## src/rtl/controller_if.sv

```systemverilog
// Controller <-> datapath bundle: instruction fields and zero flag in,
// datapath/memory strobes and selects out.
interface controller_if;
  logic [5:0] i_op;
  logic [5:0] i_funct;
  logic       i_zero;
  logic       o_regwrite;
  logic       o_memtoreg;
  logic       o_regdst;
  logic       o_instrwrite;
  logic       o_PCen;
  logic       o_IorD;
  logic       o_AluSrcA;
  logic       o_memwrite;
  logic [1:0] o_PCsrc;
  logic [1:0] o_AluSrcB;
  logic [2:0] o_alucontrol;
  logic [3:0] o_state;

  // Datapath side: drives instruction fields, receives controls.
  modport master (
    output i_op, i_funct, i_zero,
    input  o_regwrite, o_memtoreg, o_regdst, o_instrwrite, o_PCen, o_IorD,
           o_AluSrcA, o_memwrite, o_PCsrc, o_AluSrcB, o_alucontrol, o_state
  );

  // Controller side.
  modport slave (
    input  i_op, i_funct, i_zero,
    output o_regwrite, o_memtoreg, o_regdst, o_instrwrite, o_PCen, o_IorD,
           o_AluSrcA, o_memwrite, o_PCsrc, o_AluSrcB, o_alucontrol, o_state
  );
endinterface

```

## src/rtl/controller.sv

```systemverilog
// Multicycle MIPS-subset controller: Moore FSM (lw, sw, R-type, beq, addi, j).
// Outputs decode from the state register; write strobes are gated by reset
// so nothing can be written while reset is held.
module controller (
  input  logic      i_clk,
  input  logic      i_reset,
  controller_if.slave bus
);

  typedef enum logic [3:0] {
    FETCH    = 4'd0,
    DECODE   = 4'd1,
    MEMADR   = 4'd2,
    MEMRD    = 4'd3,
    MEMWB    = 4'd4,
    MEMWR    = 4'd5,
    EXECUTE  = 4'd6,
    ALUWB    = 4'd7,
    BRANCH   = 4'd8,
    ADDIEXEC = 4'd9,
    ADDIWB   = 4'd10,
    JUMP     = 4'd11
  } state_t;

  localparam logic [5:0] OP_RTYPE = 6'b000000;
  localparam logic [5:0] OP_LW    = 6'b100011;
  localparam logic [5:0] OP_SW    = 6'b101011;
  localparam logic [5:0] OP_BEQ   = 6'b000100;
  localparam logic [5:0] OP_ADDI  = 6'b001000;
  localparam logic [5:0] OP_J     = 6'b000010;

  state_t state_q;
  state_t state_d;

  logic       regwrite_s;
  logic       memtoreg_s;
  logic       regdst_s;
  logic       instrwrite_s;
  logic       pcwrite_s;
  logic       branch_s;
  logic       iord_s;
  logic       alusrca_s;
  logic       memwrite_s;
  logic [1:0] pcsrc_s;
  logic [1:0] alusrcb_s;
  logic [2:0] alucontrol_s;
  logic [2:0] funct_alu_s;

  // Next-state logic; op is only looked at in DECODE and MEMADR.
  always_comb begin
    state_d = FETCH;
    case (state_q)
      FETCH:   state_d = DECODE;
      DECODE: begin
        case (bus.i_op)
          OP_LW, OP_SW: state_d = MEMADR;
          OP_RTYPE:     state_d = EXECUTE;
          OP_BEQ:       state_d = BRANCH;
          OP_ADDI:      state_d = ADDIEXEC;
          OP_J:         state_d = JUMP;
          default:      state_d = FETCH;
        endcase
      end
      MEMADR: begin
        if (bus.i_op == OP_SW) begin
          state_d = MEMWR;
        end else if (bus.i_op == OP_LW) begin
          state_d = MEMRD;
        end else begin
          state_d = FETCH;
        end
      end
      MEMRD:    state_d = MEMWB;
      EXECUTE:  state_d = ALUWB;
      ADDIEXEC: state_d = ADDIWB;
      default:  state_d = FETCH;
    endcase
  end

  // State register; reset parks the machine in FETCH immediately.
  always_ff @(posedge i_clk or negedge i_reset) begin
    if (!i_reset) begin
      state_q <= FETCH;
    end else begin
      state_q <= state_d;
    end
  end

  // R-type function field to ALU operation; unknown functs default to add.
  always_comb begin
    funct_alu_s = 3'b010;
    case (bus.i_funct)
      6'b100000: funct_alu_s = 3'b010;
      6'b100010: funct_alu_s = 3'b110;
      6'b100100: funct_alu_s = 3'b000;
      6'b100101: funct_alu_s = 3'b001;
      6'b101010: funct_alu_s = 3'b111;
      default:   funct_alu_s = 3'b010;
    endcase
  end

  // Moore output decode; every control not named for a state stays 0.
  always_comb begin
    regwrite_s   = 1'b0;
    memtoreg_s   = 1'b0;
    regdst_s     = 1'b0;
    instrwrite_s = 1'b0;
    pcwrite_s    = 1'b0;
    branch_s     = 1'b0;
    iord_s       = 1'b0;
    alusrca_s    = 1'b0;
    memwrite_s   = 1'b0;
    pcsrc_s      = 2'b00;
    alusrcb_s    = 2'b00;
    alucontrol_s = 3'b000;
    case (state_q)
      FETCH: begin
        alusrcb_s    = 2'b01;
        alucontrol_s = 3'b010;
        instrwrite_s = 1'b1;
        pcwrite_s    = 1'b1;
      end
      DECODE: begin
        alusrcb_s    = 2'b11;
        alucontrol_s = 3'b010;
      end
      MEMADR, ADDIEXEC: begin
        alusrca_s    = 1'b1;
        alusrcb_s    = 2'b10;
        alucontrol_s = 3'b010;
      end
      MEMRD: iord_s = 1'b1;
      MEMWB: begin
        memtoreg_s = 1'b1;
        regwrite_s = 1'b1;
      end
      MEMWR: begin
        iord_s     = 1'b1;
        memwrite_s = 1'b1;
      end
      EXECUTE: begin
        alusrca_s    = 1'b1;
        alucontrol_s = funct_alu_s;
      end
      ALUWB: begin
        regdst_s   = 1'b1;
        regwrite_s = 1'b1;
      end
      BRANCH: begin
        alusrca_s    = 1'b1;
        alucontrol_s = 3'b110;
        pcsrc_s      = 2'b01;
        branch_s     = 1'b1;
      end
      ADDIWB: regwrite_s = 1'b1;
      JUMP: begin
        pcsrc_s   = 2'b10;
        pcwrite_s = 1'b1;
      end
      default: begin
        regwrite_s = 1'b0;
      end
    endcase
  end

  // Write strobes are masked by reset so an abort can never write.
  assign bus.o_regwrite   = regwrite_s & i_reset;
  assign bus.o_memwrite   = memwrite_s & i_reset;
  assign bus.o_instrwrite = instrwrite_s & i_reset;
  assign bus.o_PCen       = (pcwrite_s | (branch_s & bus.i_zero)) & i_reset;
  assign bus.o_memtoreg   = memtoreg_s;
  assign bus.o_regdst     = regdst_s;
  assign bus.o_IorD       = iord_s;
  assign bus.o_AluSrcA    = alusrca_s;
  assign bus.o_PCsrc      = pcsrc_s;
  assign bus.o_AluSrcB    = alusrcb_s;
  assign bus.o_alucontrol = alucontrol_s;
  assign bus.o_state      = state_q;

endmodule

```

## src/flat_wrapper.sv

```systemverilog
// flat-port wrapper written by rule: the top's interface ports become plain ports
module controller_flat 
  (i_clk, i_reset, bus_i_op, bus_i_funct, bus_i_zero, bus_o_regwrite, bus_o_memtoreg, bus_o_regdst, bus_o_instrwrite, bus_o_PCen, bus_o_IorD, bus_o_AluSrcA, bus_o_memwrite, bus_o_PCsrc, bus_o_AluSrcB, bus_o_alucontrol, bus_o_state);
  controller_if bus_i ();
  input  logic i_clk;
  input  logic i_reset;
  input wire logic [$bits(bus_i.i_op)-1:0] bus_i_op;
  input wire logic [$bits(bus_i.i_funct)-1:0] bus_i_funct;
  input wire logic [$bits(bus_i.i_zero)-1:0] bus_i_zero;
  output wire logic [$bits(bus_i.o_regwrite)-1:0] bus_o_regwrite;
  output wire logic [$bits(bus_i.o_memtoreg)-1:0] bus_o_memtoreg;
  output wire logic [$bits(bus_i.o_regdst)-1:0] bus_o_regdst;
  output wire logic [$bits(bus_i.o_instrwrite)-1:0] bus_o_instrwrite;
  output wire logic [$bits(bus_i.o_PCen)-1:0] bus_o_PCen;
  output wire logic [$bits(bus_i.o_IorD)-1:0] bus_o_IorD;
  output wire logic [$bits(bus_i.o_AluSrcA)-1:0] bus_o_AluSrcA;
  output wire logic [$bits(bus_i.o_memwrite)-1:0] bus_o_memwrite;
  output wire logic [$bits(bus_i.o_PCsrc)-1:0] bus_o_PCsrc;
  output wire logic [$bits(bus_i.o_AluSrcB)-1:0] bus_o_AluSrcB;
  output wire logic [$bits(bus_i.o_alucontrol)-1:0] bus_o_alucontrol;
  output wire logic [$bits(bus_i.o_state)-1:0] bus_o_state;
  assign bus_i.i_op = bus_i_op;
  assign bus_i.i_funct = bus_i_funct;
  assign bus_i.i_zero = bus_i_zero;
  assign bus_o_regwrite = bus_i.o_regwrite;
  assign bus_o_memtoreg = bus_i.o_memtoreg;
  assign bus_o_regdst = bus_i.o_regdst;
  assign bus_o_instrwrite = bus_i.o_instrwrite;
  assign bus_o_PCen = bus_i.o_PCen;
  assign bus_o_IorD = bus_i.o_IorD;
  assign bus_o_AluSrcA = bus_i.o_AluSrcA;
  assign bus_o_memwrite = bus_i.o_memwrite;
  assign bus_o_PCsrc = bus_i.o_PCsrc;
  assign bus_o_AluSrcB = bus_i.o_AluSrcB;
  assign bus_o_alucontrol = bus_i.o_alucontrol;
  assign bus_o_state = bus_i.o_state;
  controller u_core (.i_clk(i_clk), .i_reset(i_reset), .bus(bus_i));
endmodule
```

## config.mk

```make
export PLATFORM = sky130hd
export DESIGN_NAME = controller_flat
export DESIGN_NICKNAME = d
export VERILOG_FILES = /design/src/rtl/controller_if.sv /design/src/rtl/controller.sv /design/src/flat_wrapper.sv
export SDC_FILE = /design/constraint.sdc
export NUM_CORES = 1
export LEC_CHECK = 0
export BUFFER_PORTS_ARGS = -buffer_cell sky130_fd_sc_hd__buf_2
export CAP_MARGIN = 20
export CORE_MARGIN = 2
export CORE_UTILIZATION = 35
export CTS_CLUSTER_DIAMETER = 100
export DETAILED_ROUTE_END_ITERATION = 7
export PLACE_DENSITY = 0.7
export SLEW_MARGIN = 10
export SYNTH_ARGS = -nofsm -noshare
export SYNTH_HDL_FRONTEND = slang
export SYNTH_SLANG_ARGS = --single-unit
export TNS_END_PERCENT = 5
```

## constraint.sdc

```tcl
create_clock -name i_clk -period 1.5 [get_ports i_clk]
set_input_delay 0.225 -clock i_clk [delete_from_list [all_inputs] [get_ports i_clk]]
set_output_delay 0.225 -clock i_clk [all_outputs]
set_load 0.03 [all_outputs]
```

==> qor.yml, run 1 <==
fillers: 118
antenna_cells: 0
synth_compound_area_frac: 0.2671
rrSetupSlack_ps: -110
ys_ff_latch: 4
relSlewSlack: 0.8070
die_h_um: 43.57
final_common_cell: "buf_2"
grt_pass1_vias: 777
synth_warnings: 0
rsz0062_at_grt: "yes"
crit_family: "simple AND/OR/NAND/NOR gates"
clockRootBuffer: "clkbuf_4"
clk_path_buf_depth: 2
antenna_left: 0
cp.required_ps: 1270
drtIter0Drc: 18
layout_common_cells: "buf_2 (19), buf_4 (18), buf_6 (11)"
synthXorXnorAreaFrac: 0.04795
synth_area_um2: 548.0
num_io_pins: 34
worst_setup_path_start_kind: "register"
insertion_delay_ps: 240
synthToLayoutAreaGrowth_pct: 97.94
fin_cells: 137
start_util: 0.3681
synth_top_cell_area_share: 0.1826
worstPathCellList: "buf_6 -> or2_4 -> nor4b_4 -> buf_4"
stdcell_area_mm2: 0.001085
grt_max_degree: 16
synthMuxAreaShare: 0
synth_top_family_by_area: "simple AND/OR/NAND/NOR gates"
htreeDepth: 1
ys_types: 33
crit_buf_inv: 2
via_per_inst: 5.569
syn_area_per_cell_um2: 7.507
peakVddDrop_uv: 634.1
cts.clk_slew.worst_paths_ps: 40
hold_viol: 0
cts_made_buffers: 3
place_congestion: 0.8247
slowest_stage: "dfrtp_2"
synth_top_cell_by_area: "dfrtp_1"
die_w_um: 43.57
die_area_mm2: 0.001898
wl_met3_um: 77
final_nets: 138
syn_nets: 88
largest_register_ffs: 4
routed.top_layer: "met4"
vias: 763
wl_um: 2142
clock-sinks: 4
crit_end: "bus_o_instrwrite"
fin_worst_skew_ps: 0.04532
grt_pass1_wl_um: 3484
synth-seq-area-share: 0.1826
finalSetupViolations: 17
wl_met1_um: 819
grt.overflow.total: 0
crit_fanout: 5
layout_setup_ws_ps: -176.0
drive_gt1_frac: 0.6777
post_dp_cell_area_um2: 912.1
cp-end-kind: "output pin"
post-route-min-period_ps: 1676
post-dp-hpwl_um: 1517
critPathKind: "register to output pin"
rr_endpoint: "u_core.bus.o_state[2]$_DFF_PN0_"
max_stage_delay_ps: 430
fin_crit_sh: 1.117
synth_top_cells_by_area: "dfrtp_1 (18%), nor2b_1 (6.8%), a21oi_1 (5.5%), or3b_2 (4.8%), o21a_1 (4.1%)"
synthAdderAreaFrac: 0
p_leak_uw: 0.0004745
wl_met2_um: 1220
cp.depth: 4
violations: "negative setup slack"
status: "finished, violations left"
syn_inst: 73
dr.pass1.iters: 4
place_inst: 131
grt_usage: 0.2444
io_buffer_count: 33
cts_tree: "built"
avgRoutedWirePerCell_um: 15.64
antenna_found_initial: 0
r2r_cells: 5
drc: 0
hold_path.class: "input pin to register"
max_freq_mhz: 596.6
cap_violations: 0
tightest_slew_ps: 286.4
startpoint: "u_core.bus.o_state[3]$_DFF_PN0_"
timing.rr.start: "u_core.bus.o_state[3]$_DFF_PN0_"
p_per_area_mw_per_mm2: 1215
coreArea_mm2: 0.001489
yosys.area_share.simple: 0.4612
slew_viol_final: 0
rows: 14
worstPathArrival_ps: 1450
[worst min path at each step]
stage	from	end	slack (ps)	depth (start not counted)
3_5_place_dp	i_reset	u_core.bus.o_state[0]$_DFF_PN0_	60	1
5_1_grt	bus_i_op[1]	u_core.bus.o_state[2]$_DFF_PN0_	310	2
2_1_floorplan	i_reset	u_core.bus.o_state[0]$_DFF_PN0_	-70	0
3_3_place_gp	i_reset	u_core.bus.o_state[2]$_DFF_PN0_	60	1
4_1_cts	bus_i_op[1]	u_core.bus.o_state[2]$_DFF_PN0_	280	2
6_report	bus_i_op[1]	u_core.bus.o_state[2]$_DFF_PN0_	280	2
[per-layer routing]
layer / GRT usage / vias up
li1: - / 367
met5: 0 / -
met2: 0.4853 / 24
met3: 0.02917 / 4
met1: 0.2615 / 368
met4: 0.07273 / 0
[synthesized netlist by cell type (all sizes together)]
cell	number
nand3	4
nor2b	6
nor4bb	1
a2bb2oi	1
and2	2
a2111oi	1
clkbuf	5
o311ai	1
nor3b	1
nand4bb	1
or4	2
nor4b	1
nand3b	1
o211a	1
dfrtp	4
or3b	3
o21a	3
inv	1
nand2b	3
nand4	2
o31a	1
nor2	5
xor2	2
a211oi	1
xnor2	1
nand2	4
o211ai	2
o21ai	3
or2	2
nor3	2
a21oi	6
[where the power goes]
group / switching (µW) / internal [µW] / total [µW]
combinational: 556 / 462 / 1020
sequential: 23.7 / 137 / 160
clock: 49.5 / 89.8 / 139
total: 630 / 689 / 1320
[final cells by class]
class | count | area, µm² | share of cell area
flip-flops and latches | 4 | 105.1 | 0.09689
multi-input cells | 63 | 549.3 | 0.5063
well taps | 16 | 20.02 | 0.01845
clock buffers | 3 | 22.52 | 0.02076
inverters | 1 | 3.754 | 0.003460
repair buffers | 50 | 384.1 | 0.3541
[worst reg2reg max path, delay by kind of cell, from the launching register on]
kind | cells | cell delay, ps
and+or+nand+nor | 2 | 670
buffers and inverters | 2 | 280
DFF | 1 | 430
AOI/OAI and AO/OA | 1 | 150
[cell families (layout without fill, tap and decap cells)]
logic type	count (synthesis)	in the layout
compound gates	20	20
flops	4	4
simple gates	40	40
xor+xnor	3	3
buf+inv	6	54
[through the flow]
stage / hold WS (ps) / setup TNS (ps) / util / power [µW] / worst slack, ps
floorplan: -70.59 / -701.0 / - / 746.5 / -104.8
global placement: 59.52 / -171.6 / 0.6126 / 976.6 / -69.97
global route: 312.4 / -2432 / 0.7286 / 1379 / -234.1
finish: 281.4 / -1539 / 0.7286 / 1318 / -176.0
detailed placement: 61.65 / -345.3 / 0.6126 / 995.2 / -126.2
CTS: 282.1 / -1517 / 0.7084 / 1277 / -167.8
[what timing repair did]
action	CTS	global route
buffers inserted	2	0
setup endpoints to repair	17	18
gates resized for setup	33	5
pin swaps	5	1
hold buffers	1	0
endpoints found under the hold margin	4	0
No activity file was read; power rests on OpenSTA's default activity.
==> run 2, diff against run 1 <==
--- a/config.mk
+++ b/config.mk
@@ -5,13 +5,14 @@
 export SDC_FILE = /design/constraint.sdc
 export NUM_CORES = 1
 export LEC_CHECK = 0
+export ABC_AREA = 1
 export BUFFER_PORTS_ARGS = -buffer_cell sky130_fd_sc_hd__buf_2
 export CAP_MARGIN = 20
 export CORE_MARGIN = 2
 export CORE_UTILIZATION = 35
 export CTS_CLUSTER_DIAMETER = 100
 export DETAILED_ROUTE_END_ITERATION = 7
-export PLACE_DENSITY = 0.7
+export PLACE_DENSITY = 0.69
 export SLEW_MARGIN = 10
 export SYNTH_ARGS = -nofsm -noshare
 export SYNTH_HDL_FRONTEND = slang
==> run 2 against run 1 <==
The flow still finishes with violations (negative setup slack). Critical path type unchanged. Final area is 7.8% lower. Utilization is 7.3 points lower. Largest power group unchanged. Wire length down 13%. Critical path depth up 3. Critical endpoint is now bus_o_alucontrol[0]. Synthesized area is 5.3% higher. Sequential power grew 25%. Clock-buffer cell count is 1 higher.
==> qor.yml, run 2 <==
status: "finished, violations left"
violations: "negative setup slack"
crit_fanout: 8
p_leak_uw: 0.0006208
post_dp_cell_area_um2: 784.5
start_util: 0.3785
synth_area_um2: 576.8
ys_ff_latch: 4
utilization: 0.6560
antenna_found_initial: 0
layout_common_cells: "nand2_1 (29), nor2_1 (25), buf_2 (20)"
layout_setup_ws_ps: -99.88
synthArstFlopShare: 1.000
use_met1: 0.2296
wl_um: 1863
synth_warnings: 0
grt_pass1_wl_um: 3015
peakVddDrop_uv: 472.5
yosysMostFrequentCell: "nor2_1"
syn_area_per_cell_um2: 4.847
clk_path_buf_depth: 2
clock-sinks: 4
slew_viol_final: 0
die_area_mm2: 0.001989
p_per_area_mw_per_mm2: 1124
synth_top_cell_area_share: 0.2148
fin_crit_sh: 1.067
rows: 14
hold_viol: 0
cp-end-kind: "output pin"
grt_max_degree: 9
final_nets: 182
antenna_cells: 0
drive_gt1_frac: 0.4398
timing.rr.start: "u_core.bus.o_state[1]$_DFF_PN0_"
rr_endpoint: "u_core.bus.o_state[1]$_DFF_PN0_"
post-route-min-period_ps: 1600
synthToLayoutAreaGrowth_pct: 73.32
rsz0062_at_grt: "yes"
die_h_um: 44.60
num_io_pins: 34
cap_violations: 0
hold_depth: 3
ys_types: 13
r2r_cells: 7
drtIter0Drc: 9
die_w_um: 44.60
tns_ps: -556.9
min_to: "u_core.bus.o_state[2]$_DFF_PN0_"
insertion_delay_ps: 240
path_common_cell: "nand2_1"
relSlewSlack: 0.8122
synth_edf_count: 0
cts_tree: "built"
max_stage_delay_ps: 460
use_met2: 0.3884
finalSetupViolations: 8
avgRoutedWirePerCell_um: 10.24
grt-busiest-layer: "met2"
grt.overflow.total: 0
vias: 835
final_common_cell: "nand2_1"
worstPathCellList: "inv_2 -> nor2_4 -> nand2_4 -> nor2_2 -> nand2_1 -> nand2_1 -> buf_6"
grt_use_met3: 0
critPathKind: "register to output pin"
synth_common_cells: "nor2_1 (33), nand2_1 (32), inv_1 (24)"
cp.required_ps: 1270
htreeDepth: 1
fin_worst_skew_ps: 3.866
syn_inst: 119
cts.clk_slew.worst_paths_ps: 40
post-dp-hpwl_um: 1314
rrSetupSlack_ps: 260
worstPathArrival_ps: 1370
tightest_slew_ps: 280.7
antenna_left: 0
power.total_uw: 1123
io_buffer_count: 33
hold_ws_ps: 298.7
stdcell_area_um2: 999.7
syn_nets: 134
worst_setup_path_start_kind: "register"
min-delay-start: "bus_i_op[3]"
coreArea_mm2: 0.001524
grt_usage: 0.1958
cts_made_buffers: 3
synth-main-ff-cell: "dfrtp_1"
largest_register_ffs: 4
synth_top_cell_by_area: "nor2_1"
place_congestion: 0.9128
synth-seq-area-share: 0.1735
grt_pass1_vias: 758
clockRootBuffer: "clkbuf_4"
slowest_stage: "dfrtp_2"
drc: 0
hold_path.class: "input pin to register"
max_freq_mhz: 625.0
via_per_inst: 4.588
dr.pass1.iters: 4
synth_top_cells_by_area: "nor2_1 (21%), nand2_1 (21%), dfrtp_1 (17%), inv_1 (16%), nand3_1 (13%)"
-- run 2: cell count changes after synthesis, moves of 3 or more --
cell	delta
nor2_1	+28
o21a_1	-3
nand3_1	+11
nand2_1	+28
a21oi_1	-5
clkbuf_1	-5
nand2b_1	-3
or3b_2	-3
inv_1	+23
nor2b_1	-6
-- run 2: cell type report --
type	count	area, µm²
timing repair buffer	43	297.8
inverter	25	96.34
tap	16	20.02
clock buffer	4	26.28
sequential	4	105.1
fill	125	524.3
multi-input combinational	90	454.2
-- run 2: worst max-delay path, delay by kind of cell, from the launching register on --
family	cells	cell delay, ps
flops	1	460
buf+inv	2	210
simple gates	5	470
-- run 2: worst max path at each step --
stage                                    startpoint                  end  depth (start not counted)
floorplan           u_core.bus.o_state[2]$_DFF_PN0_           bus_o_PCen                          5
global placement    u_core.bus.o_state[0]$_DFF_PN0_           bus_o_PCen                          6
detailed placement  u_core.bus.o_state[0]$_DFF_PN0_           bus_o_PCen                          6
CTS                 u_core.bus.o_state[1]$_DFF_PN0_           bus_o_PCen                          6
global route        u_core.bus.o_state[1]$_DFF_PN0_  bus_o_alucontrol[0]                          7
finish              u_core.bus.o_state[1]$_DFF_PN0_  bus_o_alucontrol[0]                          7
-- run 2: where the power goes --
part           internal [µW]  switching (µW)
clock network            100            50.0
registers                136            63.9
logic                    287             487
-- run 2: kinds of logic (layout without fill, tap and decap cells) --
kind of cell,Yosys count,after routing,share of synthesized area
buffers and inverters,25,72,0.1627
AO/OA/AOI/OAI,3,3,0.02602
flip-flops,4,4,0.1735
AND/OR/NAND/NOR,87,87,0.6378
-- run 2: what timing repair did --
item	4_1_cts	5_1_grt
endpoints found under the hold margin	4	0
endpoints found under the setup margin	11	12
gates resized for setup	31	15
setup buffers	5	3
pin swaps	3	11
cloned	0	0
hold buffers	1	0
-- run 2: through the flow --
stage / setup WS (ps) / std cells
6_report: -99.88 / 182
5_1_grt: -215.4 / 182
4_1_cts: -67.36 / 179
3_5_place_dp: 47.20 / 169
2_1_floorplan: -203.1 / 119
3_3_place_gp: 91.44 / 169
-- run 2: metal layers --
layer	wire [µm]	vias up
li1	-	450
met3	63	0
met5	0	-
met2	999	22
met4	0	0
met1	800	363
